$ cat config.mk
export PLATFORM = sky130hd
export DESIGN_NAME = mem_stage
export DESIGN_NICKNAME = d
export VERILOG_FILES = /design/src/rtl/mem_stage.sv
export SDC_FILE = /design/constraint.sdc
export NUM_CORES = 1
export LEC_CHECK = 0
export ABC_AREA = 1
export CAP_MARGIN = 20
export CORE_MARGIN = 8
export CORE_UTILIZATION = 35
export DETAILED_ROUTE_END_ITERATION = 12
export PLACE_DENSITY_LB_ADDON = 0.25
export RECOVER_POWER = 100
export SLEW_MARGIN = 20
export SYNTH_ARGS = -nofsm -noshare
export SYNTH_HDL_FRONTEND = slang
export SYNTH_SLANG_ARGS = --single-unit
$ cat constraint.sdc
create_clock -name CLK -period 1.8 [get_ports CLK]
set_input_delay 0.36 -clock CLK [delete_from_list [all_inputs] [get_ports CLK]]
set_output_delay 0.36 -clock CLK [all_outputs]
set_load 0.05 [all_outputs]
$ cat src/rtl/mem_stage.sv
// Memory stage: byte/half/word data-memory access over a req/ack handshake,
// MEM/WB pipeline register and MEM-stage forwarding outputs.
// Optional feature macro MEM_TIMEOUT_EN: abort an access whose ack does not
// arrive within TIMEOUT_CYCLES request cycles.
module mem_stage #(
  parameter int unsigned TIMEOUT_CYCLES = 255
) (
  input  logic        CLK,
  input  logic        RESET,
  input  logic [31:0] aluResult1_PR,
  input  logic [31:0] readDataB1_PR,
  input  logic [4:0]  writeRegister1_PR,
  input  logic        do_writeback1_PR,
  input  logic        MemRead1_PR,
  input  logic        MemWrite1_PR,
  input  logic        MemtoReg1_PR,
  input  logic [1:0]  mem_size,
  input  logic        mem_signed,
  input  logic [31:0] dmem_rdata,
  input  logic        dmem_ack,
  output logic        dmem_req,
  output logic        dmem_we,
  output logic [31:0] dmem_addr,
  output logic [3:0]  dmem_be,
  output logic [31:0] dmem_wdata,
  output logic        mem_stall,
  output logic [31:0] Data1_MEM,
  output logic [4:0]  writeRegister1_MEM,
  output logic        do_writeback1_MEM,
  output logic [31:0] Data1_WB,
  output logic [4:0]  writeRegister1_WB,
  output logic        do_writeback1_WB,
  output logic        misalign_err,
  output logic        mem_timeout
);

  typedef enum logic [1:0] {StIdle, StReq, StResp} state_e;

  state_e      state_q, state_d;
  logic        access, misaligned, start;
  logic        abort;      // request gives up this cycle (timeout)
  logic        tmo_abort;  // RESP cycle belongs to an aborted access
  logic [3:0]  be_d;
  logic [31:0] wdata_d;
  logic [31:0] load_buf_q;
  logic [31:0] load_fmt;
  logic [7:0]  ld_byte;
  logic [15:0] ld_half;

  assign access             = MemRead1_PR | MemWrite1_PR;
  assign start              = (state_q == StIdle) && access && !misaligned;
  assign Data1_MEM          = aluResult1_PR;
  assign writeRegister1_MEM = writeRegister1_PR;
  assign do_writeback1_MEM  = do_writeback1_PR & ~MemtoReg1_PR;

`ifdef MEM_TIMEOUT_EN
  localparam int unsigned CntW = (TIMEOUT_CYCLES > 255) ? $clog2(TIMEOUT_CYCLES + 1) : 8;

  logic [CntW-1:0] tmo_cnt_q;
  logic            tmo_abort_q;
  logic            mem_timeout_q;

  assign abort       = (state_q == StReq) && !dmem_ack &&
                       (tmo_cnt_q == CntW'(TIMEOUT_CYCLES - 1));
  assign tmo_abort   = tmo_abort_q;
  assign mem_timeout = mem_timeout_q;

  // Request-cycle counter (held at zero outside REQ) and sticky timeout flag.
  always_ff @(posedge CLK or negedge RESET) begin
    if (!RESET) begin
      tmo_cnt_q     <= '0;
      tmo_abort_q   <= 1'b0;
      mem_timeout_q <= 1'b0;
    end else begin
      if (state_q == StReq) tmo_cnt_q <= tmo_cnt_q + CntW'(1);
      else                  tmo_cnt_q <= '0;
      if (abort)                      tmo_abort_q <= 1'b1;
      else if (state_q == StResp)     tmo_abort_q <= 1'b0;
      if (abort) mem_timeout_q <= 1'b1;
    end
  end
`else
  logic unused_timeout_cfg;

  assign unused_timeout_cfg = ^TIMEOUT_CYCLES;
  assign abort              = 1'b0;
  assign tmo_abort          = 1'b0;
  assign mem_timeout        = 1'b0;
`endif

  // Alignment check, byte enables and lane-replicated store data.
  always_comb begin
    misaligned = 1'b0;
    be_d       = 4'b1111;
    wdata_d    = readDataB1_PR;
    unique case (mem_size)
      2'b00: begin
        be_d    = 4'b0001 << aluResult1_PR[1:0];
        wdata_d = {4{readDataB1_PR[7:0]}};
      end
      2'b01: begin
        misaligned = aluResult1_PR[0];
        be_d       = aluResult1_PR[1] ? 4'b1100 : 4'b0011;
        wdata_d    = {2{readDataB1_PR[15:0]}};
      end
      default: misaligned = (aluResult1_PR[1:0] != 2'b00);
    endcase
  end

  // Lane select and sign/zero extension of the captured load word.
  always_comb begin
    unique case (aluResult1_PR[1:0])
      2'b00:   ld_byte = load_buf_q[7:0];
      2'b01:   ld_byte = load_buf_q[15:8];
      2'b10:   ld_byte = load_buf_q[23:16];
      default: ld_byte = load_buf_q[31:24];
    endcase
    ld_half = aluResult1_PR[1] ? load_buf_q[31:16] : load_buf_q[15:0];
    unique case (mem_size)
      2'b00:   load_fmt = {{24{mem_signed & ld_byte[7]}}, ld_byte};
      2'b01:   load_fmt = {{16{mem_signed & ld_half[15]}}, ld_half};
      default: load_fmt = load_buf_q;
    endcase
  end

  // Next-state and stall decode.
  always_comb begin
    state_d   = state_q;
    mem_stall = 1'b0;
    unique case (state_q)
      StIdle: begin
        if (start) begin
          mem_stall = 1'b1;
          state_d   = StReq;
        end
      end
      StReq: begin
        mem_stall = 1'b1;
        if (dmem_ack || abort) state_d = StResp;
      end
      StResp:  state_d = StIdle;
      default: state_d = StIdle;
    endcase
  end

  // FSM state register.
  always_ff @(posedge CLK or negedge RESET) begin
    if (!RESET) state_q <= StIdle;
    else        state_q <= state_d;
  end

  // Data-memory request registers and load buffer.
  always_ff @(posedge CLK or negedge RESET) begin
    if (!RESET) begin
      dmem_req   <= 1'b0;
      dmem_we    <= 1'b0;
      dmem_addr  <= '0;
      dmem_be    <= '0;
      dmem_wdata <= '0;
      load_buf_q <= '0;
    end else if (start) begin
      dmem_req   <= 1'b1;
      dmem_we    <= MemWrite1_PR;
      dmem_addr  <= {aluResult1_PR[31:2], 2'b00};
      dmem_be    <= be_d;
      dmem_wdata <= wdata_d;
    end else if (state_q == StReq) begin
      if (dmem_ack) load_buf_q <= dmem_rdata;
      if (dmem_ack || abort) dmem_req <= 1'b0;
    end
  end

  // MEM/WB register; stalled or rejected instructions leave a bubble.
  always_ff @(posedge CLK or negedge RESET) begin
    if (!RESET) begin
      Data1_WB          <= '0;
      writeRegister1_WB <= '0;
      do_writeback1_WB  <= 1'b0;
      misalign_err      <= 1'b0;
    end else begin
      unique case (state_q)
        StIdle: begin
          if (!access) begin
            Data1_WB          <= aluResult1_PR;
            writeRegister1_WB <= writeRegister1_PR;
            do_writeback1_WB  <= do_writeback1_PR;
          end else begin
            do_writeback1_WB <= 1'b0;
            if (misaligned) misalign_err <= 1'b1;
          end
        end
        StResp: begin
          Data1_WB          <= MemtoReg1_PR ? load_fmt : aluResult1_PR;
          writeRegister1_WB <= writeRegister1_PR;
          do_writeback1_WB  <= do_writeback1_PR & ~tmo_abort;
        end
        default: do_writeback1_WB <= 1'b0;
      endcase
    end
  end

endmodule

==> results.toml, run 1 <==
[status]
status = "finished clean"

[cts]
clk_path_buf_depth = 2
clkSinkCount = 141
insertion_delay_ps = 420
cts_htree_levels = 4
cts_root_buf = "clkbuf_16"
clkTransAtPathRegs_ps = 60
numCtsBuffers = 17
cts_tree = "built"

[hold_path]
holdPathEnd = "load_buf_q[18]"
hold_path.class = "input pin to flip-flop"
hold_depth = 3
min-delay-start = "dmem_rdata[18]"

[logic_synthesis]
seq_area_frac_synth_pct = 51.42
ys_seq_elements = 141
synth_edf_count = 0
ys.flop_type = "dfrtp_1"
synth_top_cell_area_share_pct = 51.42
yosysMostFrequentCell = "nand2_1"
syn-instance-count = 876
avgSynthCellArea_um2 = 7.833
synth_cell_type_count = 24
yosysTopAreaCell = "dfrtp_1"
ys_warn_count = 0
synth_common_cells = "nand2_1 (343), dfrtp_1 (141), a21oi_1 (83)"
synth_area_mm2 = 0.006862
synth_area_leaders = "dfrtp_1 (51%), nand2_1 (19%), a21oi_1 (6.1%), buf_4 (4.8%), o21ai_0 (3.4%)"
async_reset_ff_share_pct = 100.0

[final_layout]
finalInstanceArea_mm2 = 0.01009
syn2layout_area_growth_pct = 47.08
drive_gt1_share_pct = 20.58
final_nets = 1230

[sta]
slew_headroom_pct = 35.14
hold_viol = 0
worst_pin_slew_ps = 973.0
fin_crit_sh_pct = 97.88
skew_ps = 6.667
slew_violations = 0
tns_ps = 0
rsz0062_at_grt = "false"
layout_min_cycle_time_ps = 1762
fmax_ghz = 0.5676
setup_viol = 0

[power]
combPwrFrac_pct = 48.9
p_switching_uw = 8884
clock_power_share_pct = 19.4
vdd_drop_max_mv = 0.7361
fin_total_pwr_uw = 17660
swShare_pct = 50.31
powerDensity_mw_per_mm2 = 1750
p_leak_uw = 0.005109
p_int_uw = 8775
seqPwrFrac_pct = 31.7

[global_routing]
grt_usage_pct = 19.59
overflow = 0
grt_max_degree = 63
grt_pass1_wl_um = 37070
first_global_vias = 6544
antenna_found_initial = 1

[critical_path]
cp-end-kind = "output port"
ff2ff_setup_slack_ps = 170
cp.arrival_ps = 1400
worstSetupStartpointType = "input pin"
crit_start = "aluResult1_PR[1]"
critPathKind = "input pin to output port"
worstPathRequired_ps = 1440
crit_fanout = 3
rr_worst_depth = 7
reg2reg_to = "load_buf_q[26]"
r2r-start = "state_q[1]"

[die]
io_pins = 260
coreArea_mm2 = 0.01933
start_util_pct = 35.49
die_w_um = 156.0
dieHeight_um = 156.0
dieArea_mm2 = 0.02434
rows = 51

[drt]
drc_errors = 0
vias_per_cell = 4.629
wl_per_cell_um = 17.02
routed_wirelength_um = 23790
drtIter0Drc = 381
antenna_left = 0
vias = 6472
drt_first_pass_iters = 5

[placement]
placed_area_mm2 = 0.009807
gp_congestion = 0.8952
dp_hpwl_um = 18070
io_buffers = 256

[run]
maxCapViolCount = 0
## flip-flops by register name (all words and copies together) (netlist names)
signal             count
load_buf_q            32
do_writeback1_WB       1
state_q                2
writeRegister1_WB      5
dmem_wdata            32
misalign_err           1
dmem_addr             30
dmem_we                1
Data1_WB              32
dmem_req               1
dmem_be                4
## cells in the final DEF, fill, tap and decap left out, types with 4 or more instances in the layout
| cell | synthesis | final |
|---|---|---|
| nor2_1 | 15 | 14 |
| buf_12 | 0 | 44 |
| o21ai_1 | 45 | 7 |
| buf_4 | 44 | 38 |
| clkbuf_1 | 18 | 16 |
| a21oi_1 | 83 | 83 |
| clkdlybuf4s50_1 | 0 | 70 |
| o22ai_1 | 7 | 7 |
| dlygate4sd3_1 | 0 | 36 |
| o21ai_0 | 47 | 84 |
| nand2_1 | 343 | 342 |
| clkbuf_2 | 0 | 96 |
| inv_1 | 62 | 62 |
| dfrtp_1 | 141 | 141 |
| inv_2 | 5 | 5 |
| clkbuf_16 | 0 | 17 |
| nand3_1 | 29 | 29 |
| clkbuf_8 | 0 | 4 |
## worst max-delay path by stage
stage,to,slack (ps),cells past startpoint
final,mem_stall,40,8
after CTS,mem_stall,-9,7
after global routing,do_writeback1_MEM,1,4
after detailed placement,dmem_wdata[23],-290,10
after global placement,mem_stall,-240,8
after floorplan,mem_stall,40,8
## kinds of logic (layout without fill, tap and decap cells)
| logic type | Yosys count | after routing | synth area share [%] |
|---|---|---|---|
| other cells | 1 | 4 | 0.05465 |
| compound gates | 185 | 185 | 13.95 |
| simple gates | 395 | 395 | 22.61 |
| buf+inv | 154 | 408 | 11.96 |
| flops | 141 | 141 | 51.42 |
## cell type report
type | count | area [µm²]
flip-flops and latches | 141 | 3528
inverters | 68 | 260.3
clock buffers | 23 | 488.0
well taps | 265 | 331.6
fillers | 1922 | 9243
clock inverters | 9 | 85.08
diodes | 1 | 2.502
repair buffers | 308 | 2848
multi-input cells | 583 | 2549
## metrics by stage
step | cells | hold WS [ps] | setup slack [ps] | utilization (%)
final | 1398 | 471.3 | 38.15 | 52.20
after global placement | 1359 | 283.9 | -242.6 | 50.72
after CTS | 1396 | 425.9 | -9.304 | 53.96
after global routing | 1398 | 466.4 | 1.256 | 52.20
after floorplan | 878 | 64.41 | 35.47 | -
after detailed placement | 1359 | 287.9 | -288.9 | 50.72
## critical path: stages
cell and delay [ps]:
dlygate4sd2_1 260, buf_12 140, nor2_4 110, inv_2 50, a22oi_4 190, nand2_4 80, nand2_4 80, buf_12 130
## metal layers
layer  GRT usage, %  part of all wire, %
met2          30.74                   46
met5              0                    0
met4          6.285                  1.7
met1          25.35                   43
met3          5.900                  8.8
## power by group through the flow
stage                     clock (µW)  sequential [µW]  combinational, µW
after floorplan                    0             9340               2370
after global placement             0             5630               9470
after detailed placement           0             5660               9530
after CTS                       3490             5620               9580
after global routing            3630             5800               9250
final                           3420             5600               8640
## repair_timing
item | 4_1_cts | 5_1_grt
hold endpoints to repair | 34 | 0
hold buffers | 1 | 0
endpoints found under the setup margin | 1 | 1
pin swaps | 2 | 6
setup buffers | 4 | 2
gates resized for setup | 8 | 1
Power figures use the tool's default switching activity.
==> run 2, diff against run 1 <==
==> constraint.sdc (replaced) <==
create_clock -name CLK -period 1.4 [get_ports CLK]
set_input_delay 0.28 -clock CLK [delete_from_list [all_inputs] [get_ports CLK]]
set_output_delay 0.28 -clock CLK [all_outputs]
set_load 0.05 [all_outputs]
==> run 2 against run 1 <==
The flow now finishes with violations (setup timing). Global-route usage grew 0.47 points. Non-clock buffer count grew 30. Critical path depth down 3. Wire length rose by 5.5%. Register-to-register slack worse by 270 ps. Critical endpoint unchanged.
==> results.toml, run 2 (synthesis gave the netlist of run 1 again) <==
[drt]
antenna_left = 0
drc_errors = 0
routed_wirelength_um = 25100
drt_first_pass_iters = 5
drtIter0Drc = 465
vias_per_cell = 4.747
wl_per_cell_um = 17.62
vias = 6764

[die]
start_util_pct = 35.49
coreArea_mm2 = 0.01933
dieArea_mm2 = 0.02434
rows = 51
io_pins = 260
dieHeight_um = 156.0
die_w_um = 156.0

[sta]
slew_headroom_pct = 30.81
worst_pin_slew_ps = 1038
skew_ps = 10.23
hold_ws_ps = 253.8
setup_viol = 115
layout_min_cycle_time_ps = 1654
slew_violations = 0
setup_ws_ps = -254.0
hold_viol = 0
fmax_ghz = 0.6046
fin_crit_sh_pct = 118.1
rsz0062_at_grt = "true"

[critical_path]
reg2reg_to = "load_buf_q[8]"
rr_worst_depth = 8
cp.arrival_ps = 1370
worstSetupStartpointType = "flip-flop"
r2r-start = "state_q[0]"
critPathKind = "flip-flop to output port"
cp-end-kind = "output port"
crit_fanout = 2
worstPathRequired_ps = 1120
ff2ff_setup_slack_ps = -100

[final_layout]
reg_top3 = "Data1_WB (32), dmem_wdata (32), load_buf_q (32)"
antennaDiodeCount = 0
fillCellCount = 1595
syn2layout_area_growth_pct = 77.94
register_area_mm2 = 0.003528
finalInstanceArea_mm2 = 0.01221
final_common_cell = "nand2_1"
mostFrequentLayoutCells = "nand2_1 (340), buf_12 (158), dfrtp_1 (141)"
multi_input_area_mm2 = 0.002639
final_nets = 1260
drive_gt1_share_pct = 25.26
final_cell_count_no_fill = 1425

[placement]
dp_slack_ps = -569.4
dp_hpwl_um = 19080
io_buffers = 256
gp_congestion = 0.9026
dp_cells = 1383
placed_area_mm2 = 0.01136

[hold_path]
holdPathEnd = "dmem_we"
hold_path.class = "input pin to flip-flop"
hold_depth = 3
min-delay-start = "MemWrite1_PR"

[cts]
numCtsBuffers = 17
clkSinkCount = 141
cts_tree = "built"
cts_htree_levels = 4
clk_path_buf_depth = 2
cts_root_buf = "clkbuf_16"
insertion_delay_ps = 420
clkTransAtPathRegs_ps = 50

[power]
powerDensity_mw_per_mm2 = 2344
p_leak_uw = 0.005870
vdd_drop_max_mv = 0.8934
fin_total_pwr_uw = 28620

[global_routing]
grt_pass1_wl_um = 37640
first_global_vias = 6649
antenna_found_initial = 0
grt_usage_pct = 20.06
overflow = 0
grt_max_degree = 39

[status]
status = "finished, violations left"
violations = "setup timing"

[run]
maxCapViolCount = 0
run 2: worst max-delay path, stage by stage, from the launching register on:
cell and delay (ps):
dfrtp_1 390, buf_6 130, nor2_4 160, nand2_8 80
nand2_8 70, buf_12 130
run 2: stage by stage:
stage	setup TNS [ps]	util (%)
after floorplan	-72.75	-
after global placement	-52340	58.78
after detailed placement	-55200	58.78
after CTS	-681.7	62.27
after global routing	-20940	63.15
final	-4445	63.15
run 2: final cells by class:
class | count | area share [%]
sequential | 141 | 28.90
inverter | 68 | 2.183
clock buffer | 19 | 3.628
clock inverter | 11 | 0.7891
tap | 265 | 2.716
multi-input combinational | 583 | 21.61
timing repair buffer | 338 | 40.17
run 2: worst max-delay path by stage:
stage	from	to	slack [ps]	cells after the start
after floorplan	aluResult1_PR[0]	mem_stall	-70	8
after global placement	MemWrite1_PR	Data1_WB[14]	-550	7
after detailed placement	aluResult1_PR[1]	dmem_wdata[23]	-570	10
after CTS	state_q[1]	mem_stall	-280	6
after global routing	state_q[1]	mem_stall	-310	6
final	state_q[0]	mem_stall	-250	5
run 2: power breakdown:
| group | switching (µW) | internal, µW |
|---|---|---|
| clock | 1740 | 2460 |
| sequential | 2000 | 5980 |
| combinational | 8790 | 7640 |
| total | 12500 | 16100 |
run 2: timing repair:
item,in CTS,in global routing
setup buffers,4,3
setup endpoints to repair,102,123
hold buffers,1,0
gates resized for setup,24,22
cloned,1,4
hold endpoints to repair,30,0
pin swaps,5,4
run 2: per-layer routing:
layer  GRT usage, %  vias up  wire length (µm)
li1               -     3299                 -
met1          26.19     3178             10790
met2          32.82      271             12170
met3          5.042       16              1899
met4          4.529        0               246
met5              0        -                 0
